**config.mk**
```make
export PLATFORM = sky130hd
export DESIGN_NAME = pipeline_hazard_controller_flat
export DESIGN_NICKNAME = d
export VERILOG_FILES = /design/src/rtl/pipeline_hazard_controller_if.sv /design/src/rtl/pipeline_hazard_controller.sv /design/src/flat_wrapper.sv
export SDC_FILE = /design/constraint.sdc
export NUM_CORES = 1
export LEC_CHECK = 0
export ABC_AREA = 1
export CAP_MARGIN = 0
export CELL_PAD_IN_SITES_DETAIL_PLACEMENT = 2
export CELL_PAD_IN_SITES_GLOBAL_PLACEMENT = 2
export CORE_ASPECT_RATIO = 1.4
export CORE_MARGIN = 4
export CORE_UTILIZATION = 24
export CTS_CLUSTER_DIAMETER = 80
export DETAILED_ROUTE_END_ITERATION = 7
export GPL_TIMING_DRIVEN = 0
export PLACE_DENSITY_LB_ADDON = 0.1
export SLEW_MARGIN = 20
export SYNTH_ARGS = -nofsm -noshare
export SYNTH_HDL_FRONTEND = slang
export SYNTH_SLANG_ARGS = --single-unit
```
**constraint.sdc**
```tcl
create_clock -name clk -period 2.1 [get_ports clk]
set_clock_uncertainty 0.05 [all_clocks]
set_input_delay 0.63 -clock clk [delete_from_list [all_inputs] [get_ports clk]]
set_output_delay 0.63 -clock clk [all_outputs]
set_load 0.02 [all_outputs]
```
**src/rtl/pipeline_hazard_controller_if.sv**
```systemverilog
// Hazard-controller bundle: pipeline-side hazard inputs and stage control outputs.
// master = pipeline datapath side, slave = pipeline_hazard_controller.
interface pipeline_hazard_controller_if #(
  parameter int unsigned REG_AW = 5,
  parameter int unsigned CNT_W  = 16
);
  logic [REG_AW-1:0] id_rs;
  logic [REG_AW-1:0] id_rt;
  logic              id_uses_rt;
  logic [REG_AW-1:0] idex_rt;
  logic              idex_mem_read;
  logic              branch_taken;
  logic              dmem_req;
  logic              dmem_ready;

  logic              pc_write;
  logic              ifid_write;
  logic              ifid_flush;
  logic              idex_write;
  logic              idex_bubble;
  logic              exmem_hold;
  logic              mem_err;
  logic [CNT_W-1:0]  stall_cnt;
  logic [CNT_W-1:0]  flush_cnt;

  modport master (
    output id_rs, id_rt, id_uses_rt, idex_rt, idex_mem_read,
           branch_taken, dmem_req, dmem_ready,
    input  pc_write, ifid_write, ifid_flush, idex_write, idex_bubble,
           exmem_hold, mem_err, stall_cnt, flush_cnt
  );

  modport slave (
    input  id_rs, id_rt, id_uses_rt, idex_rt, idex_mem_read,
           branch_taken, dmem_req, dmem_ready,
    output pc_write, ifid_write, ifid_flush, idex_write, idex_bubble,
           exmem_hold, mem_err, stall_cnt, flush_cnt
  );
endinterface

```
**src/rtl/pipeline_hazard_controller.sv**
```systemverilog
// 5-stage pipeline hazard sequencer: load-use stall, taken-branch flush, data-memory wait/timeout.
// Optional performance counters built only when HAZARD_PERF_CNT_EN is defined.
module pipeline_hazard_controller #(
  parameter int unsigned REG_AW       = 5,
  parameter int unsigned BR_FLUSH_CYC = 1,
  parameter int unsigned MEM_TIMEOUT  = 255,
  parameter int unsigned CNT_W        = 16
) (
  input  logic                          clk,
  input  logic                          rst_n,
  pipeline_hazard_controller_if.slave   bus
);

  typedef enum logic [1:0] {RUN, FLUSH, MEM_WAIT, ERROR} state_t;

  localparam logic [15:0] TIMEOUT = 16'(MEM_TIMEOUT);
  localparam logic [1:0]  BR_M1   = 2'(BR_FLUSH_CYC - 1);

  state_t      state_q, state_d;
  logic [1:0]  fcnt_q, fcnt_d;
  logic [15:0] wcnt_q, wcnt_d;
  logic        saved_flush_q, saved_flush_d;
  logic        mem_err_q, mem_err_d;

  logic [REG_AW-1:0] rs, rt, xrt;
  logic mem_wait, lu;
  logic pc_we, ifid_we, ifid_fl, idex_we, idex_bub, hold;

  assign rs  = bus.id_rs;
  assign rt  = bus.id_rt;
  assign xrt = bus.idex_rt;

  assign mem_wait = bus.dmem_req && !bus.dmem_ready;
  assign lu = bus.idex_mem_read && (xrt != '0) &&
              ((xrt == rs) || (bus.id_uses_rt && (xrt == rt)));

  // Outputs forced to their reset values while rst_n is low, independent of inputs.
  always_comb begin
    pc_we    = 1'b1;
    ifid_we  = 1'b1;
    idex_we  = 1'b1;
    ifid_fl  = 1'b0;
    idex_bub = 1'b0;
    hold     = 1'b0;
    if (rst_n) begin
      if (state_q == ERROR || mem_wait) begin
        pc_we   = 1'b0;
        ifid_we = 1'b0;
        idex_we = 1'b0;
        hold    = 1'b1;
      end else if (state_q != MEM_WAIT) begin
        if (bus.branch_taken || state_q == FLUSH) begin
          ifid_fl  = 1'b1;
          idex_bub = 1'b1;
        end else if (lu) begin
          pc_we    = 1'b0;
          ifid_we  = 1'b0;
          idex_bub = 1'b1;
        end
      end
    end
  end

  // The flush count is left untouched across MEM_WAIT, so it doubles as the saved remaining count.
  // The cycle the access completes just releases the pipeline; the flush resumes on the next one.
  always_comb begin
    state_d       = state_q;
    fcnt_d        = fcnt_q;
    wcnt_d        = wcnt_q;
    saved_flush_d = saved_flush_q;
    mem_err_d     = mem_err_q;
    unique case (state_q)
      RUN, FLUSH: begin
        if (mem_wait) begin
          state_d       = MEM_WAIT;
          saved_flush_d = (state_q == FLUSH);
          wcnt_d        = 16'd1;
        end else if (bus.branch_taken) begin
          fcnt_d  = BR_M1;
          state_d = (BR_M1 != 2'd0) ? FLUSH : RUN;
        end else if (state_q == FLUSH) begin
          fcnt_d = fcnt_q - 2'd1;
          if (fcnt_q == 2'd1) state_d = RUN;
        end
      end
      MEM_WAIT: begin
        if (mem_wait) begin
          if (wcnt_q == TIMEOUT) begin
            state_d   = ERROR;
            mem_err_d = 1'b1;
          end else begin
            wcnt_d = wcnt_q + 16'd1;
          end
        end else begin
          wcnt_d  = '0;
          state_d = saved_flush_q ? FLUSH : RUN;
        end
      end
      default: begin
      end
    endcase
  end

  always_ff @(posedge clk or negedge rst_n) begin
    if (!rst_n) begin
      state_q       <= RUN;
      fcnt_q        <= '0;
      wcnt_q        <= '0;
      saved_flush_q <= 1'b0;
      mem_err_q     <= 1'b0;
    end else begin
      state_q       <= state_d;
      fcnt_q        <= fcnt_d;
      wcnt_q        <= wcnt_d;
      saved_flush_q <= saved_flush_d;
      mem_err_q     <= mem_err_d;
    end
  end

  assign bus.pc_write    = pc_we;
  assign bus.ifid_write  = ifid_we;
  assign bus.ifid_flush  = ifid_fl;
  assign bus.idex_write  = idex_we;
  assign bus.idex_bubble = idex_bub;
  assign bus.exmem_hold  = hold;
  assign bus.mem_err     = mem_err_q;

`ifdef HAZARD_PERF_CNT_EN
  logic [CNT_W-1:0] stall_cnt_q, flush_cnt_q;
  logic             stall_ev;

  assign stall_ev = (!pc_we && idex_bub) || (hold && (state_q != ERROR));

  always_ff @(posedge clk or negedge rst_n) begin
    if (!rst_n) begin
      stall_cnt_q <= '0;
      flush_cnt_q <= '0;
    end else begin
      if (stall_ev && (stall_cnt_q != '1)) stall_cnt_q <= stall_cnt_q + 1'b1;
      if (ifid_fl && (flush_cnt_q != '1)) flush_cnt_q <= flush_cnt_q + 1'b1;
    end
  end

  assign bus.stall_cnt = stall_cnt_q;
  assign bus.flush_cnt = flush_cnt_q;
`else
  assign bus.stall_cnt = {CNT_W{1'b0}};
  assign bus.flush_cnt = {CNT_W{1'b0}};
`endif

endmodule

```
**src/flat_wrapper.sv**
```systemverilog
// flat-port wrapper written by rule: the top's interface ports become plain ports
module pipeline_hazard_controller_flat 
#(
  parameter int unsigned REG_AW       = 5,
  parameter int unsigned BR_FLUSH_CYC = 1,
  parameter int unsigned MEM_TIMEOUT  = 255,
  parameter int unsigned CNT_W        = 16
)
  (clk, rst_n, bus_id_rs, bus_id_rt, bus_id_uses_rt, bus_idex_rt, bus_idex_mem_read, bus_branch_taken, bus_dmem_req, bus_dmem_ready, bus_pc_write, bus_ifid_write, bus_ifid_flush, bus_idex_write, bus_idex_bubble, bus_exmem_hold, bus_mem_err, bus_stall_cnt, bus_flush_cnt);
  pipeline_hazard_controller_if #(.REG_AW(REG_AW), .CNT_W(CNT_W)) bus_i ();
  input  logic clk;
  input  logic rst_n;
  input wire logic [$bits(bus_i.id_rs)-1:0] bus_id_rs;
  input wire logic [$bits(bus_i.id_rt)-1:0] bus_id_rt;
  input wire logic [$bits(bus_i.id_uses_rt)-1:0] bus_id_uses_rt;
  input wire logic [$bits(bus_i.idex_rt)-1:0] bus_idex_rt;
  input wire logic [$bits(bus_i.idex_mem_read)-1:0] bus_idex_mem_read;
  input wire logic [$bits(bus_i.branch_taken)-1:0] bus_branch_taken;
  input wire logic [$bits(bus_i.dmem_req)-1:0] bus_dmem_req;
  input wire logic [$bits(bus_i.dmem_ready)-1:0] bus_dmem_ready;
  output wire logic [$bits(bus_i.pc_write)-1:0] bus_pc_write;
  output wire logic [$bits(bus_i.ifid_write)-1:0] bus_ifid_write;
  output wire logic [$bits(bus_i.ifid_flush)-1:0] bus_ifid_flush;
  output wire logic [$bits(bus_i.idex_write)-1:0] bus_idex_write;
  output wire logic [$bits(bus_i.idex_bubble)-1:0] bus_idex_bubble;
  output wire logic [$bits(bus_i.exmem_hold)-1:0] bus_exmem_hold;
  output wire logic [$bits(bus_i.mem_err)-1:0] bus_mem_err;
  output wire logic [$bits(bus_i.stall_cnt)-1:0] bus_stall_cnt;
  output wire logic [$bits(bus_i.flush_cnt)-1:0] bus_flush_cnt;
  assign bus_i.id_rs = bus_id_rs;
  assign bus_i.id_rt = bus_id_rt;
  assign bus_i.id_uses_rt = bus_id_uses_rt;
  assign bus_i.idex_rt = bus_idex_rt;
  assign bus_i.idex_mem_read = bus_idex_mem_read;
  assign bus_i.branch_taken = bus_branch_taken;
  assign bus_i.dmem_req = bus_dmem_req;
  assign bus_i.dmem_ready = bus_dmem_ready;
  assign bus_pc_write = bus_i.pc_write;
  assign bus_ifid_write = bus_i.ifid_write;
  assign bus_ifid_flush = bus_i.ifid_flush;
  assign bus_idex_write = bus_i.idex_write;
  assign bus_idex_bubble = bus_i.idex_bubble;
  assign bus_exmem_hold = bus_i.exmem_hold;
  assign bus_mem_err = bus_i.mem_err;
  assign bus_stall_cnt = bus_i.stall_cnt;
  assign bus_flush_cnt = bus_i.flush_cnt;
  pipeline_hazard_controller #(.REG_AW(REG_AW), .BR_FLUSH_CYC(BR_FLUSH_CYC), .MEM_TIMEOUT(MEM_TIMEOUT), .CNT_W(CNT_W)) u_core (.clk(clk), .rst_n(rst_n), .bus(bus_i));
endmodule
```
==> impl_metrics.ini <==
[synth]
synthXorXnorAreaFrac_pct = 0.454
synth_top_family_by_area = simple AND/OR/NAND/NOR gates
synth_fa_ha_area_share_pct = 1.30
synth-warning-count = 0
syn_area_per_cell_sq_um = 6.41
mux_share_of_post_synthesis_cell_area_pct = 0
syn_inst = 301
synth_seq_area_share_pct = 28.5
yosysUniqueCellTypes = 28
synth.cell_area_sq_mm = 0.00193
synth_compound_area_share_pct = 7.46
ys_ff_latch = 22
synthSimpleGateAreaFrac_pct = 39.8

[power_and_ir_drop]
pwr_density_cell_mw_per_mm2 = 423
power_mw = 1.20
leakage_nw = 1.44
vdd_ir_drop_max_v = 0.000193

[cells_and_area]
area_growth_syn_to_layout_pct = 47.3
fillers = 984
num-nets-final = 404
stdcell_count = 479
final_util_pct = 36.4
antenna_cells_inserted = 0
register_area_sq_um = 552
post_route_cells_drive_above_1_share_pct = 38.8
multi_input_gate_area_in_the_final_layout_sq_mm = 0.00122

[route]
ant_nets = 0
dr.pass1.iters = 3
wl_per_cell_um = 14.0
drt_wl_total_um = 6690
drt_first_iter_violations = 35
detail_route.drc_violations = 0
drt-vias-per-instance = 4.42
vias = 2116

[floorplanning]
design.portCount = 61
dieWidth_um = 83.8
fp.coreArea_sq_mm = 0.00780
initial_utilization_pct = 24.7
die_height_um = 114
placement_rows = 38
die_area_sq_mm = 0.00956

[clock_tree]
clk_pin_slew_worst_paths_ns = 0.09
clock_tree_from_tritoncts = done
clk_latency_ns = 0.28
cts.path.max_buffers = 2
cts.htree.levels = 1
num_cts_buffers = 3
clockRootBuffer = sky130_fd_sc_hd__clkbuf_8
cts_num_sinks = 22

[sta]
post-route-period-util_pct = 108
worst_slack_ns = -0.174
slew_violations = 0
setup_viol = 4
timing.fmax_ghz = 0.440
final_period_minus_worst_setup_slack_ns = 2.27
setup_repair_after_global_routing_missed_its_margin = yes
timing_hold_violations_final = 0

[setup_path]
worst_r2r_endpoint = u_core.wcnt_q[12]
timing.reg2reg.setup_slack_ns = 0.17
end_kind = output port
worst_setup_path_startpoint = u_core.state_q[1]
worstReg2RegStart = u_core.wcnt_q[0]
crit_path_cell_trace = buf_4 > o21ai_4 > nor3_4 > nand3_2 > nand2_2 > inv_2 > buf_6 > buf_6
reg2reg_depth = 8
worst-endpoint-required_ns = 1.42
crit_end = bus_pc_write
crit_path_max_fanout = 3
critical_path_buf_inv_count = 4
category_of_the_most_critical_setup_path = reg -> out
cpMaxStageDelayCell = sky130_fd_sc_hd__dfrtp_2
crit_family = flip-flops
cp.arrival_ns = 1.59
cp.depth = 8
critical_path.most_common_cell = sky130_fd_sc_hd__buf_6
critical-path-max-stage-delay_ns = 0.43
worst_setup_path_start_kind = flip-flop

[placed_design]
count_of_input_and_output_buffers = 28
gp_routability_congestion = 0.763
dp.cells = 460
sum_of_net_half_perimeters_after_detailed_placement_um = 5220
preCtsSetupSlack_ns = -1.19

[global_route]
grt_util_all_layers_pct = 14.4
grt_max_degree = 25
grt_overflow = 0
grt_pass1_vias = 2416
grt_first_pass_wirelength_um = 11400
antenna_found_initial = 0

[job]
max_cap_violations = 0

[run_status]
failing_checks = negative setup slack
status = complete, but fails checks

[min_path]
min-delay-path-class = in -> async
[state kept, by name, summed over array words and instances (netlist names)]
signal,cells
u_core.fcnt_q,2
u_core.wcnt_q,16
u_core.bus.mem_err,1
u_core.saved_flush_q,1
u_core.state_q,2
[metal layers]
metal / track usage (%) / part of all wire, % / vias to the layer above
met3: 1.58 / 3.2 / 7
met1: 15.4 / 38 / 1027
li1: - / - / 1045
met2: 29.7 / 58 / 37
met5: 0 / 0 / -
met4: 2.58 / 1.3 / 0
[cells by family (layout without fill, tap and decap cells)]
logic type               after synthesis  count (layout)
adder cells (fa/ha/maj)                2               2
buffers and inverters                 77             124
XOR/XNOR                               1               1
other                                  1              32
AO/OA/AOI/OAI                         23              23
flip-flops                            22              22
AND/OR/NAND/NOR                      175             175
[area by class of cell]
class	instances	area share, %
multi-input cells	233	42.8
flip-flops and latches	22	19.4
repair buffers	43	15.0
plain buffers	36	9.82
inverters	41	6.61
well taps	100	4.40
clock buffers	4	1.94
[layout by cell type (no fill, tap or decap), types with 2 or more instances in the layout]
master | Yosys | layout
sky130_fd_sc_hd__inv_1 | 39 | 25
sky130_fd_sc_hd__buf_2 | 1 | 6
sky130_fd_sc_hd__nor2_1 | 27 | 21
sky130_fd_sc_hd__inv_4 | 0 | 4
sky130_fd_sc_hd__o21ai_2 | 4 | 5
sky130_fd_sc_hd__nand3_1 | 26 | 23
sky130_fd_sc_hd__dfrtp_1 | 22 | 21
sky130_fd_sc_hd__buf_8 | 0 | 3
sky130_fd_sc_hd__clkdlybuf4s15_1 | 0 | 2
sky130_fd_sc_hd__buf_6 | 2 | 15
sky130_fd_sc_hd__conb_1 | 1 | 32
sky130_fd_sc_hd__nor2_2 | 3 | 7
sky130_fd_sc_hd__nor2_4 | 1 | 3
sky130_fd_sc_hd__buf_4 | 33 | 47
sky130_fd_sc_hd__o21bai_1 | 3 | 3
sky130_fd_sc_hd__nand4_1 | 13 | 13
sky130_fd_sc_hd__nand3_2 | 0 | 3
sky130_fd_sc_hd__nand2_2 | 1 | 26
sky130_fd_sc_hd__clkbuf_8 | 0 | 4
sky130_fd_sc_hd__inv_2 | 1 | 9
sky130_fd_sc_hd__ha_1 | 2 | 2
sky130_fd_sc_hd__dlygate4sd2_1 | 0 | 3
sky130_fd_sc_hd__nand2_1 | 96 | 70
sky130_fd_sc_hd__o21ai_1 | 4 | 5
sky130_fd_sc_hd__o21ai_0 | 10 | 7
sky130_fd_sc_hd__or2_2 | 3 | 3
[report_power, final]
part	total [mW]	internal, mW	switching, mW
Clock	0.330	0.168	0.162
Combinational	0.410	0.179	0.231
Sequential	0.462	0.442	0.0194
[synth_stat cells, drive strengths merged]
| cell | n | area, sq um |
|---|---|---|
| and2 | 1 | 6.26 |
| nand3 | 26 | 130 |
| conb | 1 | 3.75 |
| or2 | 3 | 18.8 |
| o2111ai | 1 | 8.76 |
| nor3 | 2 | 10.0 |
| buf | 36 | 275 |
| inv | 40 | 150 |
| o21bai | 3 | 22.5 |
| nand4 | 14 | 93.8 |
| dfrtp | 22 | 551 |
| o21ai | 18 | 105 |
| xnor2 | 1 | 8.76 |
| clkinv | 1 | 3.75 |
| nor2 | 31 | 131 |
| ha | 2 | 25.0 |
| o21a | 1 | 7.51 |
| nand2 | 98 | 378 |
[worst reg2reg max path: stages, from the launching register on]
cell                      delay, ns
sky130_fd_sc_hd__dfrtp_1       0.50
sky130_fd_sc_hd__ha_1          0.34
sky130_fd_sc_hd__nand3_1       0.15
sky130_fd_sc_hd__nor2_2        0.20
sky130_fd_sc_hd__nand4_2       0.18
sky130_fd_sc_hd__nand2_2       0.13
sky130_fd_sc_hd__buf_6         0.16
sky130_fd_sc_hd__nand2_1       0.06
sky130_fd_sc_hd__o21ai_0       0.08
[timing repair]
| item | 4_1_cts | 5_1_grt |
|---|---|---|
| gates resized for setup | 143 | 49 |
| setup endpoints to repair | 6 | 8 |
| hold buffers | 0 | 0 |
| pin swaps | 27 | 23 |
| buffers inserted | 9 | 5 |
| gates cloned | 0 | 1 |
[worst min path at each step]
stage | startpoint | endpoint | cells after the start
6_report | rst_n | u_core.fcnt_q[1] | 1
5_1_grt | rst_n | u_core.fcnt_q[1] | 1
4_1_cts | rst_n | u_core.wcnt_q[12] | 1
3_5_place_dp | u_core.bus.mem_err | u_core.bus.mem_err | 2
3_3_place_gp | u_core.bus.mem_err | u_core.bus.mem_err | 2
2_1_floorplan | rst_n | u_core.bus.mem_err | 0
[through the flow]
step | hold WS [ns] | setup TNS (ns) | cell area [sq um]
detailed placement | 0.421 | -9.17 | 2450
floorplan | 0.284 | 0 | 2050
global route | 0.0847 | -0.770 | 2840
CTS | 0.135 | -0.491 | 2620
global placement | 0.402 | -14.27 | 2450
finish | 0.0875 | -0.397 | 2840
No activity file was read; power rests on OpenSTA's default activity.
